--- config.mk ---
export PLATFORM = sky130hd
export DESIGN_NAME = unary_stream_to_binary
export DESIGN_NICKNAME = d
export VERILOG_FILES = /design/src/rtl/unary_pkg.sv /design/src/rtl/unary_bound_tracker.sv /design/src/rtl/unary_stream_to_binary.sv
export SDC_FILE = /design/constraint.sdc
export NUM_CORES = 1
export LEC_CHECK = 0
export ABC_AREA = 1
export ABC_CLOCK_PERIOD_IN_PS = 5550
export BUFFER_PORTS_ARGS = -buffer_cell sky130_fd_sc_hd__buf_2
export CAP_MARGIN = 20
export CORE_MARGIN = 2
export CORE_UTILIZATION = 37
export DETAILED_ROUTE_END_ITERATION = 16
export RECOVER_POWER = 100
export SLEW_MARGIN = 20
export SYNTH_ARGS = -nofsm -noshare
export SYNTH_HDL_FRONTEND = slang
export SYNTH_SLANG_ARGS = --single-unit
export TNS_END_PERCENT = 50
--- constraint.sdc ---
create_clock -name clk -period 5.55 [get_ports clk]
set_input_delay 0.2775 -clock clk [delete_from_list [all_inputs] [get_ports clk]]
set_output_delay 0.2775 -clock clk [all_outputs]
set_load 0.1 [all_outputs]
--- src/rtl/unary_pkg.sv ---
// Shared types and constants for blocks that consume or produce unary bitstreams.
package unary_pkg;

  localparam int UNARY_INPUT_WIDTH = 32;

  typedef enum logic [1:0] {
    COLLECT = 2'd0,
    DRAIN   = 2'd1,
    FULL    = 2'd2
  } unary_state_t;

  function automatic int unary_count_width(input int width);
    return $clog2(width + 1);
  endfunction

endpackage

--- src/rtl/unary_bound_tracker.sv ---
// Counts accepted unary bits and ones; exposes lower/upper bounds on the final
// count plus the post-update counts and remaining gap for the consumer's decisions.
module unary_bound_tracker
  import unary_pkg::*;
#(
  parameter int INPUT_WIDTH = UNARY_INPUT_WIDTH,
  parameter int COUNT_WIDTH = unary_count_width(INPUT_WIDTH)
) (
  input  logic                   clk,
  input  logic                   rst_n,
  input  logic                   i_accept,
  input  logic                   i_bit,
  input  logic                   i_clear,
  output logic [COUNT_WIDTH-1:0] o_lower,
  output logic [COUNT_WIDTH-1:0] o_upper,
  output logic [COUNT_WIDTH-1:0] o_ones_next,
  output logic [COUNT_WIDTH-1:0] o_bit_next,
  output logic [COUNT_WIDTH-1:0] o_gap_next
);

  localparam logic [COUNT_WIDTH-1:0] FULL_COUNT = COUNT_WIDTH'(INPUT_WIDTH);

  logic [COUNT_WIDTH-1:0] r_ones_cnt;
  logic [COUNT_WIDTH-1:0] r_bit_cnt;
  logic [COUNT_WIDTH-1:0] w_ones_next;
  logic [COUNT_WIDTH-1:0] w_bit_next;

  assign w_ones_next = r_ones_cnt + COUNT_WIDTH'(i_accept & i_bit);
  assign w_bit_next  = r_bit_cnt + COUNT_WIDTH'(i_accept);

  assign o_ones_next = w_ones_next;
  assign o_bit_next  = w_bit_next;
  assign o_gap_next  = FULL_COUNT - w_bit_next;
  assign o_lower     = r_ones_cnt;
  // True value never exceeds INPUT_WIDTH, so modular arithmetic in COUNT_WIDTH is exact.
  assign o_upper     = FULL_COUNT - r_bit_cnt + r_ones_cnt;

  always_ff @(posedge clk or negedge rst_n) begin
    if (!rst_n) begin
      r_ones_cnt <= '0;
      r_bit_cnt  <= '0;
    end else if (i_clear) begin
      r_ones_cnt <= '0;
      r_bit_cnt  <= '0;
    end else if (i_accept) begin
      r_ones_cnt <= w_ones_next;
      r_bit_cnt  <= w_bit_next;
    end
  end

endmodule

--- src/rtl/unary_stream_to_binary.sv ---
// Serial unary-to-binary converter with held result and valid/ack handshake.
// Define UNARY_EARLY_TERMINATE_EN to issue the result once the bound gap is within EPSILON.
module unary_stream_to_binary
  import unary_pkg::*;
#(
  parameter int INPUT_WIDTH = UNARY_INPUT_WIDTH,
  parameter int COUNT_WIDTH = unary_count_width(INPUT_WIDTH),
  parameter int EPSILON     = 0
) (
  input  logic                   clk,
  input  logic                   reset,
  input  logic                   a,
  input  logic                   ready,
  output logic [COUNT_WIDTH-1:0] result,
  output logic                   result_valid,
  input  logic                   result_ack,
  output logic [COUNT_WIDTH-1:0] lower_bound,
  output logic [COUNT_WIDTH-1:0] upper_bound,
  output logic                   overrun
);

`ifdef UNARY_EARLY_TERMINATE_EN
  localparam bit EARLY_EN = 1'b1;
`else
  localparam bit EARLY_EN = 1'b0;
`endif
  localparam int EPS_EFF     = EARLY_EN ? EPSILON : 0;
  localparam int EPS_CLAMPED = (EPS_EFF < 0) ? 0 :
                               ((EPS_EFF > INPUT_WIDTH) ? INPUT_WIDTH : EPS_EFF);
  localparam logic [COUNT_WIDTH-1:0] EPS_LIM    = COUNT_WIDTH'(EPS_CLAMPED);
  localparam logic [COUNT_WIDTH-1:0] FULL_COUNT = COUNT_WIDTH'(INPUT_WIDTH);

  unary_state_t           r_state, w_state_next;
  logic [COUNT_WIDTH-1:0] r_result, w_result_next;
  logic                   r_result_valid, w_result_valid_next;
  logic                   r_overrun, w_overrun_next;

  logic                   w_accept;
  logic                   w_clear;
  logic                   w_converged;
  logic                   w_last;
  logic [COUNT_WIDTH-1:0] w_ones_next;
  logic [COUNT_WIDTH-1:0] w_bit_next;
  logic [COUNT_WIDTH-1:0] w_gap_next;

  unary_bound_tracker #(
    .INPUT_WIDTH (INPUT_WIDTH),
    .COUNT_WIDTH (COUNT_WIDTH)
  ) u_tracker (
    .clk         (clk),
    .rst_n       (reset),
    .i_accept    (w_accept),
    .i_bit       (a),
    .i_clear     (w_clear),
    .o_lower     (lower_bound),
    .o_upper     (upper_bound),
    .o_ones_next (w_ones_next),
    .o_bit_next  (w_bit_next),
    .o_gap_next  (w_gap_next)
  );

  assign w_accept    = ready && (r_state != FULL);
  assign w_converged = (w_gap_next <= EPS_LIM);
  assign w_last      = (w_bit_next == FULL_COUNT);

  always_comb begin
    w_state_next        = r_state;
    w_clear             = 1'b0;
    w_result_next       = r_result;
    w_result_valid_next = r_result_valid && !result_ack;
    w_overrun_next      = r_overrun || (ready && (r_state == FULL));
    case (r_state)
      COLLECT: begin
        if (w_accept && w_converged) begin
          // Floor of the bound midpoint; exact once every bit has arrived.
          w_result_next       = w_ones_next + (w_gap_next >> 1);
          w_result_valid_next = 1'b1;
          w_state_next        = w_last ? FULL : DRAIN;
        end
      end
      DRAIN: begin
        if (w_accept && w_last) w_state_next = FULL;
      end
      FULL: begin
        if (!r_result_valid || result_ack) begin
          w_clear      = 1'b1;
          w_state_next = COLLECT;
        end
      end
      default: w_state_next = COLLECT;
    endcase
  end

  always_ff @(posedge clk or negedge reset) begin
    if (!reset) begin
      r_state        <= COLLECT;
      r_result       <= '0;
      r_result_valid <= 1'b0;
      r_overrun      <= 1'b0;
    end else begin
      r_state        <= w_state_next;
      r_result       <= w_result_next;
      r_result_valid <= w_result_valid_next;
      r_overrun      <= w_overrun_next;
    end
  end

  assign result       = r_result;
  assign result_valid = r_result_valid;
  assign overrun      = r_overrun;

endmodule

==> flow_summary.yaml <==
die:
  floorplan.initialDensity: 0.388
  dieArea_um2: 5150
  die_y_um: 71.8
  pin_count: 25
  coreArea_um2: 4380
  fp.dieW_um: 71.8
  rows: 24
critical_path:
  critPathRequiredTime_ns: 5.71
  r2r-start: "r_state[0]"
  worstPathArrival_ns: 3.62
  timing.rr.end: "result[5]"
  r2r_cells: 21
  path_max_fanout: 12
  end_kind: "flip-flop"
  cpMostUsedCell: "nand2_1"
  crit_type: "reg -> reg"
  rrSetupSlack_ns: 2.09
  path_cells: "inv_1 -> nand2_1 -> nand2_1 -> inv_1 -> ha_1 -> ha_1 -> inv_1 -> ha_1 -> nand2_1 -> nor2_2 -> nand2_1 -> nand2_2 -> inv_1 -> ha_1 -> nand2_1 -> inv_1 -> nand4_1 -> nand3_1 -> xor2_1 -> nand3_1 -> nand2_1"
  critPathTopFamily: "simple AND/OR/NAND/NOR gates"
  cp_slowest_stage_delay_ns: 0.39
  path_buf_inv: 5
  critPathSlowestCell: "dfrtp_1"
  startpoint_type: "flip-flop"
timing:
  drv_slew: 0
  relSlewSlack: 0.161
  fin_skew_ns: 0.00484
  fin_tns_setup_ns: 0
  setup_viol: 0
  timing.final.ws_setup_ns: 2.09
  worstMarginPinSlew_ns: 1.26
  period_needed_ns: 3.46
  hold_violations: 0
  fmax_ghz: 0.289
  grt_setup_unrepaired: "no"
  final.period_utilization: 0.623
detailed_routing:
  drcViolationCount: 0
  routedWlPerCell_um: 12.1
  drtIter0Drc: 145
  dr.pass1.iters: 4
  routed_wl_um: 3560
  drtAntennaViolNets: 0
  num_vias: 1444
  vias_per_cell: 4.89
finish:
  nets: 272
  antenna_cells: 0
  synthToLayoutAreaGrowth_pct: 10.0
  drive_above_1_share: 0.0741
  mostFrequentLayoutCells: "48 x nand2_1, 38 x inv_1, 22 x dfrtp_1"
  fill_cells: 486
  mostFrequentLayoutCell: "nand2_1"
min_path:
  hp-class: "in -> reg"
  min-delay-start: "ready"
  hold_depth: 2
  whs_endpoint: "overrun"
clock_tree:
  clkLatencyLatePin_ns: 0.26
  htreeDepth: 1
  cts_tree: "done"
  cts_buffers: 3
  cts_root_buf: "clkbuf_8"
  ctsLongestPathBuffers: 2
  path_clk_slew_ns: 0.08
  cts_sinks: 22
  postCtsSetupBuffers: 0
global_route:
  grt_first_pass_wirelength_um: 6490
  antenna_found_initial: 0
  grt_pass1_vias: 1438
  grt_max_degree: 23
  overflow: 0
  track_usage: 0.160
synthesis:
  yosysWarnings: 0
  syn-mean-instance-area_um2: 7.87
  synth_cell_type_count: 30
  synth_nets: 243
  netlist_area_um2: 1700
  yosysSeqAreaShare: 0.324
  ys_ff_latch: 22
  synth_cells: 216
placement:
  io_buffers: 24
  dp.final_hpwl_um: 2850
  gp_congestion: 0.910
  post-place-ws_ns: 2.09
status:
  status: "completed"
job:
  maxCapViolCount: 0
-- final cells by class --
type	count	area, um^2	share of cell area
repair buffers	26	111	0.0596
well taps	52	65.1	0.0348
clock buffers	3	41.3	0.0221
multi-input cells	150	943	0.505
flip-flops and latches	22	551	0.295
inverters	42	158	0.0843
-- synthesized netlist by cell type (all sizes together) --
| master | instances | share of area |
|---|---|---|
| nand2 | 52 | 0.13 |
| inv | 41 | 0.091 |
| dfrtp | 22 | 0.32 |
| ha | 20 | 0.15 |
| nand3 | 20 | 0.059 |
| nor2 | 14 | 0.048 |
| xor2 | 10 | 0.052 |
| o21ai | 8 | 0.024 |
| o22ai | 8 | 0.029 |
| a21oi | 4 | 0.012 |
| xnor2 | 3 | 0.015 |
| fa | 2 | 0.024 |
| nand4 | 2 | 0.0074 |
| a21o | 1 | 0.0044 |
| a31o | 1 | 0.0052 |
| a31oi | 1 | 0.0037 |
| buf | 1 | 0.0029 |
| clkbuf | 1 | 0.0022 |
| clkinv | 1 | 0.0022 |
| nand3b | 1 | 0.0044 |
| nor3 | 1 | 0.0029 |
| o21bai | 1 | 0.0044 |
| or2 | 1 | 0.0037 |
-- kinds of logic (layout without fill, tap and decap cells) --
| logic type | after synthesis | in the layout | synth area share |
|---|---|---|---|
| DFF | 22 | 22 | 0.324 |
| xor gates and xnor gates | 13 | 13 | 0.0670 |
| adders and majority gates | 22 | 22 | 0.171 |
| and+or+nand+nor | 91 | 91 | 0.258 |
| buffers and inverters | 44 | 71 | 0.0979 |
| AOI/OAI and AO/OA | 24 | 24 | 0.0825 |
-- registers in the layout (all words and copies together) (netlist names) --
name,flops
u_tracker.o_lower,6
overrun,1
result,6
u_tracker.r_bit_cnt,6
r_state,2
result_valid,1
-- routing by layer --
layer	part of all wire	track usage	wire (um)
met1	0.49	0.220	1740
met2	0.47	0.261	1690
met4	0.018	0.0545	63
met5	0	0	0
met3	0.021	0.0169	76
-- stage by stage --
step,std cells,area [um^2],utilization,hold slack (ns)
finish,295,1870,0.426,0.284
global route,295,1870,0.426,0.281
CTS,295,1930,0.441,0.281
detailed placement,291,1880,0.430,0.287
global placement,291,1880,0.430,0.283
floorplan,216,1700,-,-0.0181
-- how the worst max path moves through the flow --
stage,startpoint,end,slack (ns),cells past startpoint
global route,r_state[0],result[0],1.61,17
floorplan,u_tracker.o_lower[1],upper_bound[5],1.65,7
CTS,r_state[0],result[5],2.08,21
detailed placement,r_state[0],result[5],2.09,21
finish,r_state[0],result[5],2.09,21
global placement,r_state[0],result[5],2.23,21
-- timing repair --
item                                   4_1_cts  5_1_grt
gates resized for setup                      0        0
endpoints found under the hold margin       11        0
hold buffers                                 1        0
Power is not shown: default switching activity piles up to over one toggle a cycle in this logic, so the estimate is an artifact.
